### config.mk
export PLATFORM = sky130hd
export DESIGN_NAME = spi_arbiter
export DESIGN_NICKNAME = d
export VERILOG_FILES = /design/src/rtl/spi_arbiter.sv
export SDC_FILE = /design/constraint.sdc
export NUM_CORES = 1
export LEC_CHECK = 0
export ABC_CLOCK_PERIOD_IN_PS = 2700
export CORE_ASPECT_RATIO = 1.4
export CORE_MARGIN = 1
export CORE_UTILIZATION = 42
export DETAILED_ROUTE_END_ITERATION = 8
export HOLD_SLACK_MARGIN = 0.06
export MAX_ROUTING_LAYER = met4
export PLACE_DENSITY = 0.8
export RECOVER_POWER = 25
export SYNTH_ARGS = -nofsm -noshare
export SYNTH_HDL_FRONTEND = slang
export SYNTH_SLANG_ARGS = --single-unit
### constraint.sdc
create_clock -name clk -period 2.7 [get_ports clk]
set_input_delay 0.405 -clock clk [delete_from_list [all_inputs] [get_ports clk]]
set_output_delay 0.405 -clock clk [all_outputs]
set_load 0.01 [all_outputs]
### src/rtl/spi_arbiter.sv
// Shares one SPI monarch between an inertial sensor and an A2D converter.
// Define SPI_ARB_RR_EN for round-robin contention; default is inertial priority.
module spi_arbiter #(
  parameter int unsigned GAP_CYC = 4
) (
  input  logic        clk,
  input  logic        rst_n,
  input  logic        inert_req,
  input  logic [15:0] inert_cmd,
  input  logic        a2d_req,
  input  logic [15:0] a2d_cmd,
  output logic        snd,
  output logic [15:0] cmd,
  input  logic        mnrch_done,
  input  logic [15:0] mnrch_resp,
  input  logic        mnrch_SS_n,
  output logic        SS_n_inert,
  output logic        SS_n_a2d,
  output logic [15:0] rd_data,
  output logic        inert_done,
  output logic        a2d_done,
  output logic        busy
);

  typedef enum logic [1:0] {
    IDLE  = 2'd0,
    ISSUE = 2'd1,
    BUSY  = 2'd2,
    GAP   = 2'd3
  } state_t;

  // Last GAP count value; GAP lasts GAP_CYC clocks counting from zero.
  localparam logic [7:0] GAP_LAST = 8'(GAP_CYC - 1);

  state_t      state_q, state_d;
  logic        owner_a2d_q, owner_a2d_d;
  logic [15:0] cmd_q, cmd_d;
  logic [15:0] rd_data_q, rd_data_d;
  logic        inert_done_q, inert_done_d;
  logic        a2d_done_q, a2d_done_d;
  logic [7:0]  gap_cnt_q, gap_cnt_d;
  logic        grant_a2d;

`ifdef SPI_ARB_RR_EN
  // Resets to A2D so the first contention after reset favours inertial.
  logic        last_a2d_q, last_a2d_d;

  always_comb begin
    grant_a2d = a2d_req && (!inert_req || !last_a2d_q);
  end
`else
  always_comb begin
    grant_a2d = a2d_req && !inert_req;
  end
`endif

  always_ff @(posedge clk or negedge rst_n) begin
    if (!rst_n) begin
      state_q      <= IDLE;
      owner_a2d_q  <= 1'b0;
      cmd_q        <= 16'h0000;
      rd_data_q    <= 16'h0000;
      inert_done_q <= 1'b0;
      a2d_done_q   <= 1'b0;
      gap_cnt_q    <= 8'd0;
    end else begin
      state_q      <= state_d;
      owner_a2d_q  <= owner_a2d_d;
      cmd_q        <= cmd_d;
      rd_data_q    <= rd_data_d;
      inert_done_q <= inert_done_d;
      a2d_done_q   <= a2d_done_d;
      gap_cnt_q    <= gap_cnt_d;
    end
  end

`ifdef SPI_ARB_RR_EN
  always_ff @(posedge clk or negedge rst_n) begin
    if (!rst_n) begin
      last_a2d_q <= 1'b1;
    end else begin
      last_a2d_q <= last_a2d_d;
    end
  end
`endif

  always_comb begin
    state_d      = state_q;
    owner_a2d_d  = owner_a2d_q;
    cmd_d        = cmd_q;
    rd_data_d    = rd_data_q;
    inert_done_d = 1'b0;
    a2d_done_d   = 1'b0;
    gap_cnt_d    = gap_cnt_q;
`ifdef SPI_ARB_RR_EN
    last_a2d_d   = last_a2d_q;
`endif
    case (state_q)
      IDLE: begin
        if (inert_req || a2d_req) begin
          owner_a2d_d = grant_a2d;
          cmd_d       = grant_a2d ? a2d_cmd : inert_cmd;
          state_d     = ISSUE;
        end
      end
      ISSUE: begin
        state_d = BUSY;
      end
      BUSY: begin
        // Requests are no longer looked at here, so a dropped req still completes.
        if (mnrch_done) begin
          rd_data_d    = mnrch_resp;
          inert_done_d = !owner_a2d_q;
          a2d_done_d   = owner_a2d_q;
          gap_cnt_d    = 8'd0;
          state_d      = GAP;
`ifdef SPI_ARB_RR_EN
          last_a2d_d   = owner_a2d_q;
`endif
        end
      end
      GAP: begin
        if (gap_cnt_q == GAP_LAST) begin
          state_d = IDLE;
        end else begin
          gap_cnt_d = gap_cnt_q + 8'd1;
        end
      end
      default: begin
        state_d = IDLE;
      end
    endcase
  end

  assign snd        = (state_q == ISSUE);
  assign busy       = (state_q != IDLE);
  assign cmd        = cmd_q;
  assign rd_data    = rd_data_q;
  assign inert_done = inert_done_q;
  assign a2d_done   = a2d_done_q;
  // Only one owner exists at a time, so the two selects can never both be low.
  assign SS_n_inert = (busy && !owner_a2d_q) ? mnrch_SS_n : 1'b1;
  assign SS_n_a2d   = (busy &&  owner_a2d_q) ? mnrch_SS_n : 1'b1;

endmodule
Word-level counts from Yosys, hierarchy flattened

Cells that the tools add are included.
Widths: inputs -> output; s select.

Output and inout bits: 38
Bits of input ports: 54
Register bits: 45

Equal/unequal tests: 8
Muxes and demuxes: 14
Reductions and logical operators: 13
Add/sub/neg operators: 1

Operators by type and width:

| kind                | count |
|---|---|
| $mux 16             | 1 |
| $mux 8              | 2 |
| $pmux 8 s2          | 1 |
| $add 8x1->8 const B | 1 |
| $eq 8x2->1 const B  | 1 |
| $ne 2x2->1 const B  | 4 |
| $pmux 2 s4          | 1 |
| $mux 1              | 6 |
| $mux 2              | 3 |
| $reduce_and 3->1    | 2 |
| $eq 2x2->1 const B  | 2 |
| $reduce_and 2->1    | 2 |
| $reduce_bool 2->1   | 2 |
| $logic_and 1x1->1   | 3 |
| $eq 2x1->1 const B  | 1 |
| $logic_not 1->1     | 2 |
| $logic_not 2->1     | 1 |
| $logic_or 1x1->1    | 1 |

Longest topological paths before layout

Depth in word-level cells: 3
Mapped depth: 7
Gate-level depth less buffers: 6

Least setup slack after synthesis

OpenSTA, ideal clock, no wires.

Path kind: register to register
From: reg gap_cnt_q[0]
To: reg state_q[1]
Required time: 2.573 ns
Period minus slack after synthesis: 2.257 ns
Data arrival time: 2.129 ns
Cell stages (with the launch flop): 6
Slack: 0.443 ns
Cells stage by stage: dfrtp_1 > ha_1 > or4b_4 > or4_4 > a222oi_1 > mux2_1

Cells in the longest elaborated chain, start to end: 3

Ends and longest elaborated chain:

| element                           | line | RTL |
|---|---|---|
| start: declaration                | 41   | `logic [7:0] gap_cnt_q, gap_cnt_d;` |
| start signal: assignment          | 73   | `gap_cnt_q <= gap_cnt_d;` |
| $eq 8x2->1                        | 123  | `if (gap_cnt_q == GAP_LAST) begin` |
| $ne 2x2->1 (no source line)       | n/a  |  |
| $reduce_and 3->1 (no source line) | n/a  |  |
| end signal: assignment            | 67   | `state_q <= state_d;` |
| end: declaration                  | 35   | `state_t state_q, state_d;` |

Every way passes these cells.
A chain may end at the register's enable or synchronous reset.

Worst setup path after layout

Ends and elaborated chain as after synthesis.

==> summary.txt <==
Setup path
  • Crit path capture type: flip-flop
  • CP Launch Type: flip-flop
  • Crit-path max FO: 5
  • Critical Path RT: 2.88 ns
  • WS Path Type: flip-flop to flip-flop
  • CP arrival: 2.58 ns

Timing
  • Tcrit/Tclk final: about nine tenths
  • Hold slack: ~0.32 ns
  • Max-slew violations: 0
  • RSZ-0062 raised after global routing: false
  • Actual slew at the worst max-slew pin: between 1 and 1.5 ns
  • Fin. Hold Viols: 0
  • Final Skew: 0.00366 ns
  • Max_slew headroom: 25.4%
  • Worst setup margin: 0.297 ns
  • Min Clock Period, post-route: 2.40 ns
  • Max frequency: 416 MHz
  • Fin Setup TNS: 0 ns
  • Final Setup Violations: 0

Route
  • Vias per inst: 5.04
  • Pre-antenna DRT Iters: 4
  • Avg WL per Cell: around 14 um
  • ANT nets after route: 0
  • Initial DRC count: 54
  • Vias: 1698
  • DR DRC count: 0
  • Total Wirelength: 4830 um

GRT
  • Vias in the first global route: 1635
  • Initial antenna violation count: 0
  • Pin count of the biggest net entering global routing: 46
  • First-pass GRT wire length: 7530 um
  • Total Routing Usage GR: 20.0%
  • GR Overflow Total: 0

Placed design
  • Pre-CTS WS: 0.325 ns
  • Placed Instances: ~330
  • Placer congestion estimate: 0.866
  • DP Wirelength: approximately 3700 um
  • Buffers added on ports: 91

Layout
  • Total Nets Final: 333
  • Area Overhead vs Synth: 53.9%
  • Fraction of layout cells with a size suffix above 1: 12.7%
  • Antenna diodes: 0
  • Commonest cells after routing, fill and taps aside: 90 x clkdlybuf4s50_1, 45 x dfrtp_1, 27 x nand2_1
  • Fill cell total of the finished layout: 380
  • Non-filler cells, final: between 300 and 400
  • Finished Core Util: 68.5%
  • Area occupied by multi-input gates: 897 um^2
  • Commonest non-fill, non-tap cell in the layout: clkdlybuf4s50_1
  • Storage cell area: roughly 1100 um^2

Flow run
  • Max-cap check violation count: 0

Power and ir drop
  • Switching Power: around 1.0 mW
  • Sw Share: about a third
  • Worst vdd ir: 407 uV
  • Seq pwr share: between 30% and 40%
  • Internal cell power: about 2.2 mW
  • Power density cells: 1010 nW/um^2
  • Leak Pwr: 1.43 nW
  • Comb power frac: 45.6%
  • Clock network power share: 18.8%

Floorplan
  • Row count: 29
  • Die Wd: 61.3 um
  • IO Count: 92
  • Die Footprint: 5210 um^2
  • Vert. Die Dim: 85.0 um
  • Core area: 4640 um^2
  • Initial Utilization: approximately 45%

Clocking
  • CTS root buffer: clkbuf_8
  • CTS H-tree lvls: 2
  • Post-CTS Resized: 0
  • CTS Hold Bufs: 0
  • Worst-Skew Late Latency: 0.29 ns
  • CTS Buf Count: 5
  • Reg clk slew, reported paths: about 0.080 ns
  • CTS tree: yes
  • CTS sink count: 45
  • CTS max path bufs: 2
  • Postcts setup bufs: 0

Logic synthesis
  • Sequential area share after synthesis: 54.5%
  • Synthesized cell area: 2070 um^2
  • Synth cell types: 30
  • Synth warnings: 0
  • Syn Nets: 240
  • Mapped Cells: 181
  • Yosys reg bits: 45
  • Syn Area/Cell: ~11 um^2

Outcome
  • Run status: finished, final reports clean

Min path
  • Min-delay worst type: input port to asynchronous set/reset pin
## synth_stat cells
cell type,number,area [um^2]
nand2_1,27,101
a211o_1,2,17.5
o41ai_2,1,16.3
o21ai_0,21,105
o311ai_0,1,8.76
a222oi_1,1,10.0
inv_1,4,15.0
ha_1,5,62.6
nand4_1,1,6.26
nor2b_1,2,12.5
and3_1,1,6.26
or4b_2,2,20.0
nor4b_1,1,8.76
mux2_2,17,191
clkbuf_1,6,22.5
nor4bb_1,1,10.0
or4b_4,1,13.8
or3_1,1,6.26
o21a_1,1,7.51
and4_1,1,8.76
dfrtp_1,45,1130
a311o_1,1,10.0
mux2i_1,16,160
a21oi_1,2,10.0
buf_2,2,10.0
or4_4,1,11.3
nor2_1,5,18.8
nand3_1,8,40.0
mux2_1,1,11.3
nand2b_1,3,18.8
## metal layers
| layer | part of all wire (%) | up-vias | GRT usage, % |
|---|---|---|---|
| met5 | 0 | - | - |
| met3 | 10 | 5 | 7.32 |
| met4 | 0.99 | 0 | 4.96 |
| li1 | - | 827 | - |
| met1 | 40 | 804 | 22.3 |
| met2 | 49 | 62 | 33.1 |
## through the flow
| stage | power (mW) | area, um^2 |
|---|---|---|
| 2_1_floorplan | 1.84 | 2070 |
| 3_3_place_gp | 2.58 | 3040 |
| 3_5_place_dp | 2.63 | 3040 |
| 4_1_cts | 3.24 | 3180 |
| 5_1_grt | 3.42 | 3180 |
| 6_report | 3.20 | 3180 |
## power by group through the flow
stage	combinational (mW)	clock [mW]	sequential, mW
6_report	1.46	0.601	1.14
5_1_grt	1.60	0.644	1.18
4_1_cts	1.49	0.615	1.14
3_5_place_dp	1.48	0	1.15
3_3_place_gp	1.45	0	1.14
2_1_floorplan	0.584	0	1.26
## sequential cells by signal, indices dropped and copies added, names as in the netlist
signal and cells:
owner_a2d_q 1, rd_data 16, inert_done 1, gap_cnt_q 8, state_q 2, cmd 16
a2d_done 1
## worst paths after layout
path                         startpoint           end  slack [ns]  depth (start not counted)
max                        gap_cnt_q[0]    state_q[1]        0.30                          5
min                               rst_n       cmd[14]        0.32                          1
max in group asynchronous         rst_n  gap_cnt_q[7]        1.71                          1
min reg2reg                      cmd[3]        cmd[3]        0.48                          2
min in group clk                 cmd[3]        cmd[3]        0.48                          2
max reg2reg                gap_cnt_q[0]    state_q[1]        0.30                          5
## cell families (layout without fill, tap and decap cells)
group                      count (synthesis)  in the layout  share of synthesized area [%]
AOI/OAI and AO/OA                         30             30                           8.96
adders and majority gates                  5              5                           3.03
buffers and inverters                     12            106                           2.30
DFF                                       45             45                           54.5
muxes                                     34             34                           17.6
and+or+nand+nor                           55             55                           13.7
## final cells by class
| cell class | instances | area share, % |
|---|---|---|
| clock buffers | 5 | 2.16 |
| inverters | 4 | 0.472 |
| flip-flops and latches | 45 | 35.4 |
| clock inverters | 3 | 2.16 |
| well taps | 62 | 2.44 |
| multi-input cells | 124 | 28.2 |
| repair buffers | 94 | 29.2 |
## worst max-delay path: stages (launching register included)
cell,delay [ns]
dfrtp_1,0.40
ha_1,0.22
or4b_4,0.48
or4_4,0.44
a222oi_1,0.37
mux2_1,0.37
(Power assumes the default switching activity.)
==> patch: new RTL, same settings <==
Build with the macro `SPI_ARB_RR_EN` defined.
--- a/src/rtl/spi_arbiter.sv
+++ b/src/rtl/spi_arbiter.sv
@@ -1,5 +1,7 @@
 // Shares one SPI monarch between an inertial sensor and an A2D converter.
 // Define SPI_ARB_RR_EN for round-robin contention; default is inertial priority.
+`define SPI_ARB_RR_EN
+
 module spi_arbiter #(
   parameter int unsigned GAP_CYC = 4
 ) (
Formal check against the unedited RTL: not equivalent (Yosys sat finds a counterexample within 10 cycles, from zero or initial values and one cycle with rst_n low).
==> patch against the unedited design <==
  * Power is 0.20% higher
  * Setup slack gained 0.040 ns
  * Count of clock-buffer cells in the layout is 2 higher
  * Wire length rose by 0.14%
  * Sequential cell count increased by 1
  * Area after synthesis up 1.6%
  * First-iteration DRC count is 44% higher
  * Clock skew decreased by 0.0015 ns
  * Final area is the same
  * Critical path type unchanged
  * Largest power group unchanged
  * Highest routed layer unchanged
==> patch: results <==
export IMPL_grt_max_degree=47
export IMPL_routed_wl_met3_microns=493
export IMPL_yosys_warnings=0
export IMPL_routed_top_layer="met4"
export IMPL_dp_hpwl_microns=3683
export IMPL_port_buffers=91
export IMPL_r2r_cells=5
export IMPL_path_clk_slew_ns=0.08
export IMPL_first_iter_violations=78
export IMPL_netlist_top_cells_area="dfrtp_1, mux2_2, mux2i_1, nand2_1, o21ai_0"
export IMPL_num_antenna_cells=0
export IMPL_nets=337
export IMPL_yosys_top_cells_count="dfrtp_1, nand2_1, o21ai_0"
export IMPL_tightest_slew_ns=1.025
export IMPL_wire_per_inst_microns=14.11
export IMPL_fillers=387
export IMPL_wl_met2_microns=2228
export IMPL_grt_pass1_vias=1609
export IMPL_cts_setup_buffers=0
export IMPL_first_pass_iters=4
export IMPL_wl_met1_microns=1994
export IMPL_gp_congestion=0.7944
export IMPL_vdd_drop_max_mv=0.4500
export IMPL_hp_class="input port to async pin"
export IMPL_h_tree_depth=2
export IMPL_grt_pass1_wl_microns=7728
export IMPL_grt_usage=0.2057
export IMPL_synthesis_nets=245
export IMPL_clock_latency_ns=0.29
export IMPL_clock_skew_final_ns=0.002173
export IMPL_root_buffer="clkbuf_8"
export IMPL_vias_per_cell=4.936
export IMPL_worst_path_max_fanout=4
export IMPL_synth_cell_types=31
export IMPL_cts_buffers_inserted=5
export IMPL_run_status="finished, final reports clean"
export IMPL_layout_drive_gt1_share=0.1219
export IMPL_synth_seq_area_share=0.5489
export IMPL_power_leakage_nw=1.384
[patch: routing by layer]
metal	vias to the layer above	track usage
li1	836	-
met1	776	0.2419
met2	72	0.3196
met3	9	0.05732
met4	0	0.09495
met5	-	-
[patch: final cells by class]
class | instances | area share
clock inverters | 1 | 0.001573
flip-flops and latches | 46 | 0.3622
well taps | 64 | 0.02517
repair buffers | 94 | 0.2957
clock buffers | 7 | 0.02713
multi-input cells | 127 | 0.2835
inverters | 4 | 0.004719
[patch: critical path, stage by stage, from the launching register on]
cell and delay [ns]:
dfrtp_1 0.37, ha_1 0.22, or4b_1 0.47, or4_1 0.45, a222oi_1 0.38, mux2_1 0.36
[patch: path summary, 6_finish.rpt]
path / from / end / slack (ns)
max: gap_cnt_q[0] / state_q[1] / 0.34
min reg2reg: cmd[7] / cmd[7] / 0.48
min: rst_n / gap_cnt_q[4] / 0.28
max in group asynchronous: rst_n / cmd[9] / 1.79
max reg2reg: gap_cnt_q[0] / state_q[1] / 0.34
min in group clk: cmd[7] / cmd[7] / 0.48
[patch: power by group]
group | internal (mW) | switching [mW] | leakage [nW]
Combinational | 0.884 | 0.668 | 0.766
Sequential | 1.02 | 0.204 | 0.570
Clock | 0.207 | 0.223 | 0.0482
[patch: kinds of logic after synthesis]
group	count (synthesis)	synth area share
flip-flops	46	0.5489
multiplexers	33	0.1675
AND/OR/NAND/NOR	58	0.1347
adder cells (fa/ha/maj)	5	0.02980
AO/OA/AOI/OAI	31	0.09416
buffers and inverters	13	0.02502
[patch: metrics by stage]
step                instance area [sq um]  utilization  cells  worst slack (ns)
floorplan                            2100            -    186            0.5025
global placement                     3090       0.6382    335            0.4276
detailed placement                   3090       0.6382    335            0.3454
CTS                                  3182       0.6571    343            0.3254
global route                         3182       0.6571    343            0.1863
finish                               3182       0.6571    343            0.3364
